`config.mk`:
```
export PLATFORM = sky130hd
export DESIGN_NAME = i2c_init_sequencer
export DESIGN_NICKNAME = d
export VERILOG_FILES = /design/src/rtl/i2c_init_sequencer.sv
export SDC_FILE = /design/constraint.sdc
export NUM_CORES = 1
export LEC_CHECK = 0
export BUFFER_PORTS_ARGS = -buffer_cell sky130_fd_sc_hd__buf_2
export CAP_MARGIN = 0
export CORE_AREA = 2 2 62 64
export CTS_CLUSTER_DIAMETER = 60
export DETAILED_ROUTE_END_ITERATION = 10
export DIE_AREA = 0 0 64 66
export GPL_TIMING_DRIVEN = 0
export HOLD_SLACK_MARGIN = 0.05
export PLACE_DENSITY = 0.72
export SLEW_MARGIN = 20
export SYNTH_ARGS = -nofsm -noshare
export SYNTH_HDL_FRONTEND = slang
export SYNTH_SLANG_ARGS = --single-unit
```
`constraint.sdc`:
```
create_clock -name clk -period 2.7 [get_ports clk]
set_input_delay 0.135 -clock clk [delete_from_list [all_inputs] [get_ports clk]]
set_output_delay 0.135 -clock clk [all_outputs]
set_load 0.01 [all_outputs]
```
`src/rtl/i2c_init_sequencer.sv`:
```
// i2c_init_sequencer
// Feeds a fixed table of configuration bytes to i2c_controller for one display.
// A start pulse enables the controller. One table byte is loaded each time the
// controller reports ready, and every load is followed by a fixed gap. After the
// final byte has been accepted, enable drops and done pulses for one cycle.
// Build option: define I2C_SEQ_RETRY_EN to restart the table after a NACK,
// with a backoff period, up to MAX_RETRIES times. Without it, a NACK ends the
// sequence with an error.
module i2c_init_sequencer #(
   parameter logic [6:0]   SLAVE_ADDR  = 7'h3C,
   parameter int unsigned  NUM_BYTES   = 16,
   parameter logic [127:0] INIT_TABLE  = 128'h3C00_3800_3900_1478_5E6D_0C01_0600_4041,
   parameter int unsigned  GAP_CYCLES  = 5,
   parameter int unsigned  MAX_RETRIES = 3
) (
   input  logic       clk,
   input  logic       rst,
   input  logic       start_i,
   output logic       busy_o,
   output logic       done_o,
   output logic       error_o,
   output logic [4:0] byte_count_o,
   output logic       ctl_enable_o,
   output logic [6:0] ctl_addr_o,
   output logic [7:0] ctl_data_o,
   output logic       ctl_rw_o,
   input  logic       ctl_ready_i,
   input  logic       ctl_nack_i
);

   localparam int unsigned GapW   = (GAP_CYCLES > 1) ? $clog2(GAP_CYCLES) : 1;
   localparam int unsigned RetryW = (MAX_RETRIES > 0) ? $clog2(MAX_RETRIES + 1) : 1;

   localparam logic [GapW-1:0] GapLast = GapW'(GAP_CYCLES - 1);
   localparam logic [4:0]      LastIdx = 5'(NUM_BYTES);
`ifdef I2C_SEQ_RETRY_EN
   localparam logic [RetryW-1:0] RetryMax = RetryW'(MAX_RETRIES);
`endif

   typedef enum logic [2:0] {
      StIdle,
      StWaitRdy,
      StGap,
      StDrain,
      StBackoff
   } state_e;

   state_e            state_q, state_d;
   logic              busy_q, busy_d;
   logic              done_q, done_d;
   logic              error_q, error_d;
   logic [4:0]        idx_q, idx_d;
   logic [4:0]        byte_count_q, byte_count_d;
   logic              ctl_enable_q, ctl_enable_d;
   logic [7:0]        ctl_data_q, ctl_data_d;
   logic [GapW-1:0]   gap_q, gap_d;
   logic [RetryW-1:0] retry_q, retry_d;

   // Entry 0 sits in the top byte of INIT_TABLE, so it maps to element 15.
   logic [15:0][7:0] table_w;
   logic [7:0]       entry_w;
   logic             nack_hit_w;

   assign table_w = INIT_TABLE;
   assign entry_w = table_w[4'd15 - idx_q[3:0]];

   // A NACK only matters while the controller is enabled by this block.
   assign nack_hit_w = ctl_nack_i &&
                       ((state_q == StWaitRdy) || (state_q == StGap) || (state_q == StDrain));

   // Next-state and output register computation.
   always_comb begin
      state_d      = state_q;
      busy_d       = busy_q;
      done_d       = 1'b0;
      error_d      = error_q;
      idx_d        = idx_q;
      byte_count_d = byte_count_q;
      ctl_enable_d = ctl_enable_q;
      ctl_data_d   = ctl_data_q;
      gap_d        = gap_q;
      retry_d      = retry_q;

      case (state_q)
         StIdle: begin
            ctl_enable_d = 1'b0;
            // A start coinciding with the done pulse belongs to the old sequence.
            if (start_i && !done_q) begin
               state_d      = StWaitRdy;
               busy_d       = 1'b1;
               ctl_enable_d = 1'b1;
               idx_d        = 5'd0;
               byte_count_d = 5'd0;
               error_d      = 1'b0;
               retry_d      = '0;
            end
         end

         StWaitRdy: begin
            if (ctl_ready_i) begin
               ctl_data_d   = entry_w;
               idx_d        = idx_q + 5'd1;
               byte_count_d = idx_q + 5'd1;
               gap_d        = '0;
               state_d      = StGap;
            end
         end

         StGap: begin
            // Ready is deliberately ignored here so a long ready cannot double-load.
            gap_d = gap_q + GapW'(1);
            if (gap_q == GapLast) begin
               state_d = (idx_q == LastIdx) ? StDrain : StWaitRdy;
            end
         end

         StDrain: begin
            if (ctl_ready_i) begin
               ctl_enable_d = 1'b0;
               done_d       = 1'b1;
               busy_d       = 1'b0;
               state_d      = StIdle;
            end
         end

`ifdef I2C_SEQ_RETRY_EN
         StBackoff: begin
            gap_d = gap_q + GapW'(1);
            if (gap_q == GapLast) begin
               idx_d        = 5'd0;
               byte_count_d = 5'd0;
               ctl_enable_d = 1'b1;
               retry_d      = retry_q + RetryW'(1);
               state_d      = StWaitRdy;
            end
         end
`endif

         default: begin
            state_d      = StIdle;
            busy_d       = 1'b0;
            ctl_enable_d = 1'b0;
         end
      endcase

      // NACK overrides whatever the state decided this cycle.
      if (nack_hit_w) begin
`ifdef I2C_SEQ_RETRY_EN
         if (retry_q == RetryMax) begin
            ctl_enable_d = 1'b0;
            error_d      = 1'b1;
            done_d       = 1'b1;
            busy_d       = 1'b0;
            state_d      = StIdle;
         end else begin
            ctl_enable_d = 1'b0;
            gap_d        = '0;
            state_d      = StBackoff;
         end
`else
         ctl_enable_d = 1'b0;
         error_d      = 1'b1;
         done_d       = 1'b1;
         busy_d       = 1'b0;
         state_d      = StIdle;
`endif
      end
   end

   // State and output registers with asynchronous reset.
   always_ff @(posedge clk or posedge rst) begin
      if (rst) begin
         state_q      <= StIdle;
         busy_q       <= 1'b0;
         done_q       <= 1'b0;
         error_q      <= 1'b0;
         idx_q        <= 5'd0;
         byte_count_q <= 5'd0;
         ctl_enable_q <= 1'b0;
         ctl_data_q   <= 8'h00;
         gap_q        <= '0;
         retry_q      <= '0;
      end else begin
         state_q      <= state_d;
         busy_q       <= busy_d;
         done_q       <= done_d;
         error_q      <= error_d;
         idx_q        <= idx_d;
         byte_count_q <= byte_count_d;
         ctl_enable_q <= ctl_enable_d;
         ctl_data_q   <= ctl_data_d;
         gap_q        <= gap_d;
         retry_q      <= retry_d;
      end
   end

   assign busy_o       = busy_q;
   assign done_o       = done_q;
   assign error_o      = error_q;
   assign byte_count_o = byte_count_q;
   assign ctl_enable_o = ctl_enable_q;
   assign ctl_data_o   = ctl_data_q;
   assign ctl_addr_o   = SLAVE_ADDR;
   assign ctl_rw_o     = 1'b0;

endmodule

```
==> impl_metrics.tcl <==
set metrics [dict create \
    track_usage 0.129 \
    cts-resized-gates 0 \
    initialDrtViolationCount 57 \
    ys.flop_type "dfrtp_1" \
    synthAdderAreaFrac 0.118 \
    hold_viol 0 \
    clk_path_buf_depth 2 \
    synth_area_leaders "dfrtp_1 (38%), ha_1 (12%), nand2_1 (7.1%)" \
    holdWs_ps 113 \
    netlist_area_um2 1380 \
    ioPinCount 30 \
    min_path_type "primary input to flop" \
    clock_sinks 21 \
    synthMuxAreaShare 0.0298 \
    dp_hpwl_mm 2.00 \
    power_leakage_nw 0.823 \
    arrival_ps 1890 \
    cts_tree "done" \
    cts_made_buffers 3 \
    setup_viol 0 \
    maxSlewViolCount 0 \
    finalCritPeriodShare 0.620 \
    clock_latency_ps 310 \
    via_per_inst 4.73 \
    drv_cap 0 \
    synth_top_area_cell "dfrtp_1" \
    die_y_um 66 \
    core_um2 3550 \
    grt_pass1_vias 975 \
    die_w_um 64 \
    hold_path_depth 3 \
    synth_seq_cells 21 \
    synth_compound_area_frac 0.193 \
    synthesis.instances 155 \
    peakVddDrop_mv 0.220 \
    yosys_warnings 0 \
    total_power_mw 1.42 \
    place_congestion 0.826 \
    ant_nets 0 \
    drive_above_1_share 0.231 \
    min-delay-start "ctl_ready_i" \
    antenna_cells 0 \
    wl_mm 2.51 \
    startpoint "state_q[0]$_DFFE_PP0P_" \
    worst_pin_slew_ps 771 \
    pre_cts_ws_ps 1040 \
    cts_max_level 1 \
    grt_pass1_wl_mm 4.26 \
    port_buffers 19 \
    multi_input_area_um2 731 \
    cp-start-kind "flop" \
    critPathKind "flop to flop" \
    worst-endpoint-required_ps 2920 \
    synth_top_cell_area_share 0.380 \
    antenna_found_initial 0 \
    die_area_um2 4220 \
    p_per_area_nw_per_um2 885 \
    start_util 0.390 \
    fillers 350 \
    vias 1107 \
    worstPathMaxFanout 5 \
    drc 0 \
    hold_buffers 1 \
    endpoint_kind "flop" \
    rsz0062_at_grt "false" \
    synth-simple-area-share 0.150 \
    finalCriticalPeriod_ps 1670 \
    num_rows 22 \
    area_delta_synth_final_pct 15.7 \
    final_nets 205 \
    synth_edf_count 0 \
    synth_xor_area_frac 0.0127 \
    ys_types 35 \
    ctsRootBufferMaster "clkbuf_4" \
    drtPass1Iterations 4 \
    fin_ws_ps 1030 \
    post_cts_buffers 0 \
    r2r_start "state_q[0]$_DFFE_PP0P_" \
    grt_max_degree 22 \
    final-seq-area_um2 526 \
    overflow 0 \
    fin_tns_setup_ps 0 \
    seq_area_frac_synth 0.380 \
    reg2regPathDepth 5 \
    skew_ps 0.848 \
    synth_top_family_by_area "compound AO/OA/AOI/OAI gates" \
    synth_area_per_cell_um2 8.93 \
    status "finished, final reports clean" \
    synth.most_common_cell "nand2_1" \
    synth_common_cells "nand2_1 (26), dfrtp_1 (21), inv_1 (14)" \
    async_reset_ff_frac 1.00 \
    routedWlPerCell_um 10.7 \
    slew_headroom 0.485 \
    clk_pin_slew_worst_paths_ps 110 \
    max_freq_mhz 597 \
]
-- cell families after synthesis --
logic type / count (synthesis)
other: 2
muxes: 4
and+or+nand+nor: 46
DFF: 21
AOI/OAI and AO/OA: 38
buffers and inverters: 29
xor gates and xnor gates: 2
adders and majority gates: 13
-- cells in the final DEF (no fill, tap or decap), types with 2 or more instances in the layout --
| master | count |
|---|---|
| nand2_1 | 26 |
| nand3_1 | 4 |
| nor2_1 | 8 |
| a211oi_2 | 2 |
| o21ai_0 | 13 |
| ha_1 | 13 |
| o211ai_1 | 2 |
| a21o_1 | 2 |
| nor2b_1 | 2 |
| clkbuf_1 | 2 |
| a22o_1 | 2 |
| a31oi_1 | 3 |
| buf_2 | 22 |
| a21oi_1 | 3 |
| o21bai_1 | 2 |
| conb_1 | 9 |
| mux2i_1 | 3 |
| xnor2_1 | 2 |
| a32o_1 | 2 |
| buf_4 | 11 |
| nand2b_1 | 2 |
| clkbuf_4 | 3 |
| inv_1 | 14 |
| dfrtp_1 | 21 |
-- metal layers --
metal,global-route usage,vias up,part of all wire
met5,0,-,0
met4,0.0571,0,0.015
met3,0.00681,3,0.034
met2,0.223,25,0.48
met1,0.166,511,0.47
li1,-,568,-
-- area by class of cell --
cell class / instances / share of cell area
plain buffers: 15 / 0.0633
repair buffers: 20 / 0.0656
multi-input cells: 112 / 0.456
inverters: 14 / 0.0328
well taps: 48 / 0.0375
flip-flops and latches: 21 / 0.328
clock buffers: 4 / 0.0164
-- state kept, by name (all words and copies together), names as in the netlist --
name	count
ctl_data_o	7
byte_count_o	5
gap_q	3
state_q	2
busy_o	1
ctl_enable_o	1
done_o	1
error_o	1
-- through the flow --
step / utilization / cells / instance area (µm²)
final: 0.451 / 234 / 1600
after global routing: 0.451 / 234 / 1600
after CTS: 0.451 / 234 / 1600
after detailed placement: 0.441 / 229 / 1570
after global placement: 0.441 / 229 / 1570
after floorplan: - / 162 / 1410
-- power by group --
part / total [mW] / internal [mW] / switching (mW)
Clock: 0.156 / 0.0579 / 0.0985
Sequential: 0.498 / 0.417 / 0.0814
Combinational: 0.762 / 0.326 / 0.436
Total: 1.42 / 0.801 / 0.616
-- critical path: stages, from the launching register on --
cell and delay [ps]:
dfrtp_1 440, inv_1 100, ha_1 310, a21oi_2 190, mux2_2 360, a22o_1 180
-- final timing paths --
check	endpoint	slack [ps]
setup / recovery	ctl_enable_o$_DFFE_PP0P_	1030
hold / removal	done_o$_DFF_PP0_	110
setup reg to reg	ctl_enable_o$_DFFE_PP0P_	1030
hold reg to reg	ctl_data_o[6]$_DFFE_PP0P_	480
max in group asynchronous	state_q[0]$_DFFE_PP0P_	1740
min in group asynchronous	gap_q[1]$_DFFE_PP0P_	490
Power figures use the tool's default switching activity.
